## src/rtl/mfp_ahb_boot_loader.sv

```systemverilog
`timescale 1ns/1ps
// mfp_ahb_boot_loader
// ---------------------------------------------------------------------------
// AHB-Lite write-only master that downloads a program image from a UART byte
// stream into program RAM before the core is released from reset.
//
// Image frame: 4-byte little-endian word count L, then 4*L data bytes, each
// word little-endian. Word n is written as one AHB SINGLE transfer to
// BASE_ADDR + 4*n.
//
// Optional feature (macro MFP_BOOT_LOADER_CHECKSUM_EN): one extra trailing
// byte, which must equal the mod-256 sum of all length and data bytes.
// A mismatch raises error and suppresses the done pulse.
//
// Ports:
//   HCLK, HRESETn          clock, asynchronous active-low reset
//   start                  one-cycle pulse, begins a load (ignored while busy)
//   rx_data/rx_valid/rx_ready  byte stream from UART receiver
//   busy, done, error      status: load active, completion pulse, sticky error
//   HADDR..HWRITE, HREADY  AHB-Lite master interface (write-only)
// ---------------------------------------------------------------------------
module mfp_ahb_boot_loader #(
    parameter logic [31:0] BASE_ADDR = 32'h1FC0_0000,
    parameter int unsigned MAX_WORDS = 16384,
    parameter int unsigned LEN_W     = 15
) (
    input  logic        HCLK,
    input  logic        HRESETn,
    input  logic        start,
    input  logic [7:0]  rx_data,
    input  logic        rx_valid,
    output logic        rx_ready,
    output logic        busy,
    output logic        done,
    output logic        error,
    output logic [31:0] HADDR,
    output logic [2:0]  HBURST,
    output logic        HMASTLOCK,
    output logic [3:0]  HPROT,
    output logic [2:0]  HSIZE,
    output logic [1:0]  HTRANS,
    output logic [31:0] HWDATA,
    output logic        HWRITE,
    input  logic        HREADY
);

    localparam logic [31:0] MAX_LEN       = 32'(MAX_WORDS);
    localparam logic [1:0]  HTRANS_IDLE   = 2'b00;
    localparam logic [1:0]  HTRANS_NONSEQ = 2'b10;

    typedef enum logic [2:0] {
        S_IDLE   = 3'd0,
        S_LEN    = 3'd1,
        S_DATA   = 3'd2,
        S_ADDR   = 3'd3,
        S_WDATA  = 3'd4,
        S_FINISH = 3'd5
`ifdef MFP_BOOT_LOADER_CHECKSUM_EN
        , S_CSUM = 3'd6
`endif
    } state_t;

    // State entered once the image payload is complete.
`ifdef MFP_BOOT_LOADER_CHECKSUM_EN
    localparam state_t S_TAIL = S_CSUM;
`else
    localparam state_t S_TAIL = S_FINISH;
`endif

    state_t             state_q, state_d;
    logic [31:0]        len_q, len_d;
    logic [31:0]        word_q, word_d;
    logic [1:0]         bcnt_q, bcnt_d;
    logic [LEN_W-1:0]   idx_q, idx_d;
    logic               error_q, error_d;
    logic [31:0]        haddr_q, haddr_d;
    logic [31:0]        hwdata_q, hwdata_d;
    logic               rx_ready_q, rx_ready_d;
    logic               busy_q, busy_d;
    logic               done_q, done_d;
    logic [1:0]         htrans_q, htrans_d;
    logic               hwrite_q, hwrite_d;
`ifdef MFP_BOOT_LOADER_CHECKSUM_EN
    logic [7:0]         sum_q, sum_d;
`endif

    logic               accept;
    logic [31:0]        len_shift;
    logic [31:0]        word_shift;
    logic               last_word;

    // rx_ready_q is the registered handshake, so a byte is consumed exactly
    // when the upstream sees rx_ready high together with its own rx_valid.
    assign accept     = rx_valid & rx_ready_q;
    // Bytes shift in from the top: after four bytes, byte k sits at [8k+7:8k].
    assign len_shift  = {rx_data, len_q[31:8]};
    assign word_shift = {rx_data, word_q[31:8]};
    assign last_word  = ((32'(idx_q) + 32'd1) == len_q);

    always_comb begin
        state_d  = state_q;
        len_d    = len_q;
        word_d   = word_q;
        bcnt_d   = bcnt_q;
        idx_d    = idx_q;
        error_d  = error_q;
        haddr_d  = haddr_q;
        hwdata_d = hwdata_q;
`ifdef MFP_BOOT_LOADER_CHECKSUM_EN
        sum_d    = sum_q;
`endif

        case (state_q)
            S_IDLE: begin
                if (start) begin
                    error_d = 1'b0;
                    idx_d   = '0;
                    bcnt_d  = 2'd0;
`ifdef MFP_BOOT_LOADER_CHECKSUM_EN
                    sum_d   = 8'd0;
`endif
                    state_d = S_LEN;
                end
            end
            S_LEN: begin
                if (accept) begin
                    len_d  = len_shift;
                    bcnt_d = bcnt_q + 2'd1;
`ifdef MFP_BOOT_LOADER_CHECKSUM_EN
                    sum_d  = sum_q + rx_data;
`endif
                    if (bcnt_q == 2'd3) begin
                        if (len_shift > MAX_LEN) begin
                            error_d = 1'b1;
                            state_d = S_IDLE;
                        end else if (len_shift == 32'd0) begin
                            state_d = S_TAIL;
                        end else begin
                            state_d = S_DATA;
                        end
                    end
                end
            end
            S_DATA: begin
                if (accept) begin
                    word_d = word_shift;
                    bcnt_d = bcnt_q + 2'd1;
`ifdef MFP_BOOT_LOADER_CHECKSUM_EN
                    sum_d  = sum_q + rx_data;
`endif
                    if (bcnt_q == 2'd3) begin
                        // Address is 32-bit and wraps; no range check here.
                        haddr_d = BASE_ADDR + (32'(idx_q) << 2);
                        state_d = S_ADDR;
                    end
                end
            end
            S_ADDR: begin
                if (HREADY) begin
                    hwdata_d = word_q;
                    state_d  = S_WDATA;
                end
            end
            S_WDATA: begin
                if (HREADY) begin
                    idx_d   = idx_q + LEN_W'(1);
                    state_d = last_word ? S_TAIL : S_DATA;
                end
            end
            S_FINISH: begin
                state_d = S_IDLE;
            end
`ifdef MFP_BOOT_LOADER_CHECKSUM_EN
            S_CSUM: begin
                if (accept) begin
                    if (rx_data == sum_q) begin
                        state_d = S_FINISH;
                    end else begin
                        error_d = 1'b1;
                        state_d = S_IDLE;
                    end
                end
            end
`endif
            default: begin
                state_d = S_IDLE;
            end
        endcase

        // Outputs are decoded from the next state and registered, so each
        // registered output lines up with the state it belongs to.
        rx_ready_d = (state_d == S_LEN) || (state_d == S_DATA);
        busy_d     = (state_d == S_LEN) || (state_d == S_DATA) ||
                     (state_d == S_ADDR) || (state_d == S_WDATA);
`ifdef MFP_BOOT_LOADER_CHECKSUM_EN
        if (state_d == S_CSUM) begin
            rx_ready_d = 1'b1;
            busy_d     = 1'b1;
        end
`endif
        done_d   = (state_d == S_FINISH);
        htrans_d = (state_d == S_ADDR) ? HTRANS_NONSEQ : HTRANS_IDLE;
        hwrite_d = (state_d == S_ADDR);
    end

    always_ff @(posedge HCLK or negedge HRESETn) begin
        if (!HRESETn) begin
            state_q    <= S_IDLE;
            len_q      <= 32'd0;
            word_q     <= 32'd0;
            bcnt_q     <= 2'd0;
            idx_q      <= '0;
            error_q    <= 1'b0;
            haddr_q    <= 32'd0;
            hwdata_q   <= 32'd0;
            rx_ready_q <= 1'b0;
            busy_q     <= 1'b0;
            done_q     <= 1'b0;
            htrans_q   <= HTRANS_IDLE;
            hwrite_q   <= 1'b0;
`ifdef MFP_BOOT_LOADER_CHECKSUM_EN
            sum_q      <= 8'd0;
`endif
        end else begin
            state_q    <= state_d;
            len_q      <= len_d;
            word_q     <= word_d;
            bcnt_q     <= bcnt_d;
            idx_q      <= idx_d;
            error_q    <= error_d;
            haddr_q    <= haddr_d;
            hwdata_q   <= hwdata_d;
            rx_ready_q <= rx_ready_d;
            busy_q     <= busy_d;
            done_q     <= done_d;
            htrans_q   <= htrans_d;
            hwrite_q   <= hwrite_d;
`ifdef MFP_BOOT_LOADER_CHECKSUM_EN
            sum_q      <= sum_d;
`endif
        end
    end

    assign rx_ready  = rx_ready_q;
    assign busy      = busy_q;
    assign done      = done_q;
    assign error     = error_q;
    assign HADDR     = haddr_q;
    assign HWDATA    = hwdata_q;
    assign HTRANS    = htrans_q;
    assign HWRITE    = hwrite_q;
    assign HBURST    = 3'b000;
    assign HMASTLOCK = 1'b0;
    assign HPROT     = 4'b0011;
    assign HSIZE     = 3'b010;

endmodule
```

## config.mk

```make
export PLATFORM = sky130hd
export DESIGN_NAME = mfp_ahb_boot_loader
export DESIGN_NICKNAME = d
export VERILOG_FILES = /design/src/rtl/mfp_ahb_boot_loader.sv
export SDC_FILE = /design/constraint.sdc
export NUM_CORES = 1
export LEC_CHECK = 0
export ABC_AREA = 1
export CAP_MARGIN = 20
export CORE_UTILIZATION = 58
export CTS_CLUSTER_DIAMETER = 150
export CTS_CLUSTER_SIZE = 24
export DETAILED_ROUTE_END_ITERATION = 10
export GPL_TIMING_DRIVEN = 1
export PLACE_DENSITY = 0.89
export SLEW_MARGIN = 20
export SYNTH_ARGS = -nofsm -noshare
export SYNTH_HDL_FRONTEND = slang
export SYNTH_SLANG_ARGS = --single-unit
```

## constraint.sdc

```tcl
create_clock -name HCLK -period 4.7 [get_ports HCLK]
set_input_delay 0.94 -clock HCLK [delete_from_list [all_inputs] [get_ports HCLK]]
set_output_delay 0.94 -clock HCLK [all_outputs]
set_load 0.05 [all_outputs]
```

# [Word level (Yosys, flattened, before mapping)]
# Cells that the tools add are included.
[word_totals] regBits=155 elab_cells=75
[op_classes] bitwise_logic=1 eq_ne=17 n_reduce_logical=16 mux=23 n_lt_le_gt_ge=1 add_sub_neg=4
[ops] op="16-bit by 32-bit equality test with 1-bit output" count=1
[ops] op="32-bit by 15-bit > comparator with 1-bit output (second input constant)" count=1
[ops] op="32-bit zero test" count=1
[ops] op="29-bit by 17-bit adder with 30-bit output (first input constant)" count=1
[ops] op="15-bit 2-to-1 mux" count=2
[ops] op="3-bit 2-to-1 mux" count=10
[ops] op="15-bit case mux with 2 select lines" count=1
[ops] op="15-bit by 1-bit adder with 16-bit output (second input constant)" count=1
[ops] op="15-bit by 1-bit adder with 15-bit output (second input constant)" count=1
[ops] op="3-bit case mux with 5 select lines" count=1
[ops] op="3-bit by 2-bit equality test with 1-bit output (second input constant)" count=4
[ops] op="2-bit != test (second input constant)" count=5
[ops] op="3-bit equality test (second input constant)" count=3
[ops] op="3-bit AND reduction" count=3
[ops] op="3-bit by 1-bit equality test with 1-bit output (second input constant)" count=2
[ops] op="2-bit 2-to-1 mux" count=3
[ops] op="2-bit AND reduction" count=3
[ops] op="2-bit nonzero test" count=3
[ops] op="5-bit AND reduction" count=1
[ops] op="1-bit 2-to-1 mux" count=4
[ops] op="2-bit case mux with 2 select lines" count=1
[ops] op="3-bit zero test" count=1
[ops] op="1-bit logical OR" count=3
[ops] op="2-bit by 1-bit adder with 2-bit output (second input constant)" count=1
[ops] op="5 further kinds" count=5

# [Logic depth before layout (Yosys ltp)]
[depth] ltp_word=10 depth_mapped=19 ltp_nobuf=19

# [Worst setup path after synthesis]
# OpenSTA, ideal clock, no wires.
[synth_timing] kind="in2reg" start="input port rx_data[6]" end="register busy_q (netlist: busy)" path_slack_ns=2.515 required_ns=4.581 cell_stages=10 setup_ns=0.119 arrival_ns=2.067 n_path_buf=0 cell_sequence="inv_1 > nand4_1 > nor2_1 > nand2_1 > nor3_1 > nor2_1 > a22oi_1 > nand3_1 > nand2_1 > nand2_1"
[synth_between] elab_chain_len=10 elab_cells_between_ends=14 cone_classes="1 x order compare; 4 x eq/ne; 5 x mux; 4 x reduce/logical"
[synth_lines] item="from (decl)" line="30" rtl="input logic [7:0] rx_data,"
[synth_lines] item="parallel branches: the longest is 2 deep, another holds 32-bit by 15-bit > comparator with 1-bit output"
[synth_lines] item="3-bit 2-to-1 mux (*)" line="133" rtl="if (len_shift > MAX_LEN) begin"
[synth_lines] item="3-bit 2-to-1 mux (*)" line="132" rtl="if (bcnt_q == 2'd3) begin"
[synth_lines] item="3-bit 2-to-1 mux (*)" line="126" rtl="if (accept) begin"
[synth_lines] item="3-bit case mux with 5 select lines (*)" line="113" rtl="case (state_q)"
[synth_lines] item="3-bit by 1-bit equality test with 1-bit output or 3-bit by 2-bit equality test with 1-bit output (tied branches)" line="193" rtl="busy_d = (state_d == S_LEN) || (state_d == S_DATA) ||"
[synth_lines] item="1-bit logical OR (2 in series)" line="193"
[synth_lines] item="1-bit logical OR (*)" line="194" rtl="(state_d == S_ADDR) || (state_d == S_WDATA);"
[synth_lines] item="named net busy_d" line="79" rtl="logic busy_q, busy_d;"
[synth_lines] item="to (signal assigned)" line="234" rtl="busy_q <= busy_d;"
[synth_lines] item="to (decl)" line="79"
# Mark *: on every way through the listed nets, which the timed path passes.
# A chain may end at the register's enable or synchronous reset.

==> out/qor.log <==
[status] result of the run finished, final reports clean
[setup_path] Crit-path slowest cell clkdlybuf4s50_1
[setup_path] WS Path Type flip-flop to output port
[drt] met2 wire length 7180 um
[synthesis] warning count from the yosys run 0
[clocking] CTS H-tree lvls 4
[clocking] Num CTS Buffers 17
[sta] fmax 0.362 GHz
[synthesis] EDFF count, synth 0
[clocking] Worst-path clk slew 60 ps
[clocking] clock tree from TritonCTS yes
[floorplanning] starting density of the core 60.1%
[sta] RSZ-0062 raised after global routing no
[synthesis] register bit count reported by yosys 137
[floorplanning] number of rows created at floorplan 37
[drt] count of TritonRoute iterations in the first routing pass 5
[drt] number of remaining DRC errors 0
[drt] Routed met3 length 882 um
[floorplanning] die height 106 um
[sta] total count of hold-check failures in the final report 0
[synthesis] part of the Yosys area used for sequential elements 55.1%
[sta] setup slack after layout 1940 ps
[setup_path] reg2reg setup slack 2250 ps
[cells_and_area] Total Nets Final 823
[global_routing] largest net degree at the start of global routing 88
[clocking] Post-CTS Setup Bufs 0
[clocking] maximum root-to-sink buffer count 2
[drt] vias per cell 5.46
[sta] min Tclk post-route 2760 ps
[setup_path] first element of the critical path HADDR[27]$_DFFE_PN0P_
[setup_path] worst endpoint required time 3760 ps
[place] Final Wtd Congestion 0.907
[synthesis] cells taking the most area after synthesis dfrtp_1, nand2_1, o21ai_0
[synthesis] Yosys top cell by area dfrtp_1
[drt] max layer used met4
[drt] antenna-violating nets left 0
[drt] Starting DRT DRC Count 438
[cells_and_area] number of filler cells placed in the layout 681
[place] number of buffer cells added on primary ports 72
[setup_path] critical path capture point type output port
[sta] # setup viols final 0
[setup_path] sequence of cells on the critical path clkdlybuf4s50_1
[cells_and_area] area occupied by registers 3430 sq um
[cells_and_area] layout cells sized above 1 7.45%
[cells_and_area] Diodes inserted 0
[synthesis] combined area of all synthesized cells 6230 sq um
[clocking] clock sink total 137
[place] post-detail-place hpwl 9280 um
[setup_path] arrival time worst endpoint 1820 ps
[clocking] root buffer cell clkbuf_8
[global_routing] remaining global-route overflow 0
[sta] share of the clock period used by the worst path after layout 58.7%
[setup_path] number of cells traversed by the worst register-to-register path 11
[clocking] Gates resized, CTS repair 0
[drt] length of routed wiring on met1 5660 um
[global_routing] number of global-route vias before repair 5130
[place] pre-CTS setup slack 1600 ps
[cells_and_area] area taken by multi-input logic gates 2230 sq um
[synthesis] ys flop type dfrtp_1
[drt] drt wl/cell 14.8 um
[job] max-cap viol count 0
[clocking] insertion delay to the later sink of the worst-skew pair 540 ps
[sta] skew final 7.55 ps
[setup_path] stage delay of the slowest cell on the critical path 840 ps
[synthesis] FFs w/ async S/R, synth 100%
[setup_path] critical-path maximum fanout 8
[drt] via count 5214
[pwr] P_leak 3.58 nW
[setup_path] Buffers & Inverters on Critical Path 1
[cells_and_area] most frequent standard cell in the layout excluding fill and tap cells nand2_1
[floorplanning] x dimension of the die 106 um
[pwr] peak supply drop 0.000345 V
[cells_and_area] most frequent cells in the layout nand2_1, dfrtp_1, o21ai_0
[setup_path] capture instance of the worst register-to-register path busy$_DFF_PN0_
[sta] transition time at the pin with the least slew margin 772 ps
[floorplanning] core footprint 10400 sq um
[synthesis] synthesized instance count 744
[drt] Post-Route WL 14100 um
[sta] setup TNS 0 ps
[sta] headroom to the max-slew limit 48.5%
[setup_path] cell family with the largest share of critical-path delay buffers and inverters
[floorplanning] number of primary I/O pins 95
[cells_and_area] Area growth, synth to finish 21.1%
[floorplanning] die area 11200 sq um
[pwr] ratio of total power to cell area 463 nW/um^2
[min_path] Hold Crit Class input pin to asynchronous set/reset pin
[synthesis] number of distinct library cell variants in the gate-level netlist after synthesis 32
[synthesis] mean instance size in the synthesized netlist 8.37 sq um
[clocking] quantity of hold-fixing buffers added after cts 0
[setup_path] Worst Setup Start Kind flip-flop
[sta] count of pins over their slew limit 0
[global_routing] global-route wire length before repair 23800 um
[synthesis] post-synth top area share 55.1%
[global_routing] antenna violations before repair 0
[setup_path] startpoint of the worst-slack reg-to-reg timing path state_q[0]$_DFF_PN0_
[global_routing] Overall Global Routing Usage 27.6%
sequential cells by signal, indices dropped and copies added, names as in the netlist:
name,count
HADDR,16
HTRANS,1
HWDATA,32
bcnt_q,2
busy,1
done,1
error,1
idx_q,15
len_q,32
rx_ready,1
state_q,3
word_q,32
logic make-up after synthesis:
logic type | synth area share, %
simple gates | 21.9
buf+inv | 10.6
compound gates | 11.6
flops | 55.1
xor+xnor | 0.281
fa+ha+maj | 0.402
other cells | 0.121
synth_stat cells, types with 2 or more instances:
cell      instances
nor2_2            3
nor2_4            4
dfrtp_1         137
nor2_1           48
ha_1              2
inv_1            92
nor3_1            6
a21oi_1          10
nand4_1          13
conb_1            2
inv_2             2
buf_4            29
nand3b_1          4
o21ai_0         116
buf_1             3
nand2_1         188
nand2_2          10
nand3_1          35
clkbuf_1         20
o22ai_1           8
power by group:
group	internal, mW	switching (mW)
logic	0.209	0.448
registers	1.35	0.131
clock network	0.857	0.500
total	2.41	1.08
worst max path at each step:
stage	slack (ps)	cells past startpoint	end
6_report	1940	1	HADDR[28]
5_1_grt	1860	1	HADDR[28]
4_1_cts	1900	1	HADDR[28]
3_5_place_dp	1600	13	busy$_DFF_PN0_
3_3_place_gp	1680	13	busy$_DFF_PN0_
2_1_floorplan	2510	10	busy$_DFF_PN0_
routing by layer:
layer	GRT usage, %	up-vias
met4	12.7	0
met1	33.8	2479
li1	-	2451
met2	46.3	241
met3	6.99	43
met5	0	-
area by class of cell:
type	instances	area share, %
multi-input combinational	480	29.5
inverter	94	4.68
clock inverter	11	2.31
sequential	137	45.5
clock buffer	19	5.59
tap	136	2.26
timing repair buffer	78	10.2
stage by stage:
| stage | power, mW | hold WS (ps) | instance area, sq um | utilization, % | cells |
|---|---|---|---|---|---|
| after detailed placement | 2.13 | 467 | 6940 | 66.9 | 925 |
| after global placement | 2.09 | 464 | 6940 | 66.9 | 925 |
| after global routing | 3.66 | 501 | 7540 | 72.7 | 955 |
| after floorplan | 1.95 | 453 | 6300 | - | 764 |
| after CTS | 3.50 | 486 | 7530 | 72.7 | 955 |
| final | 3.49 | 457 | 7540 | 72.7 | 955 |
(Power assumes the default switching activity.)
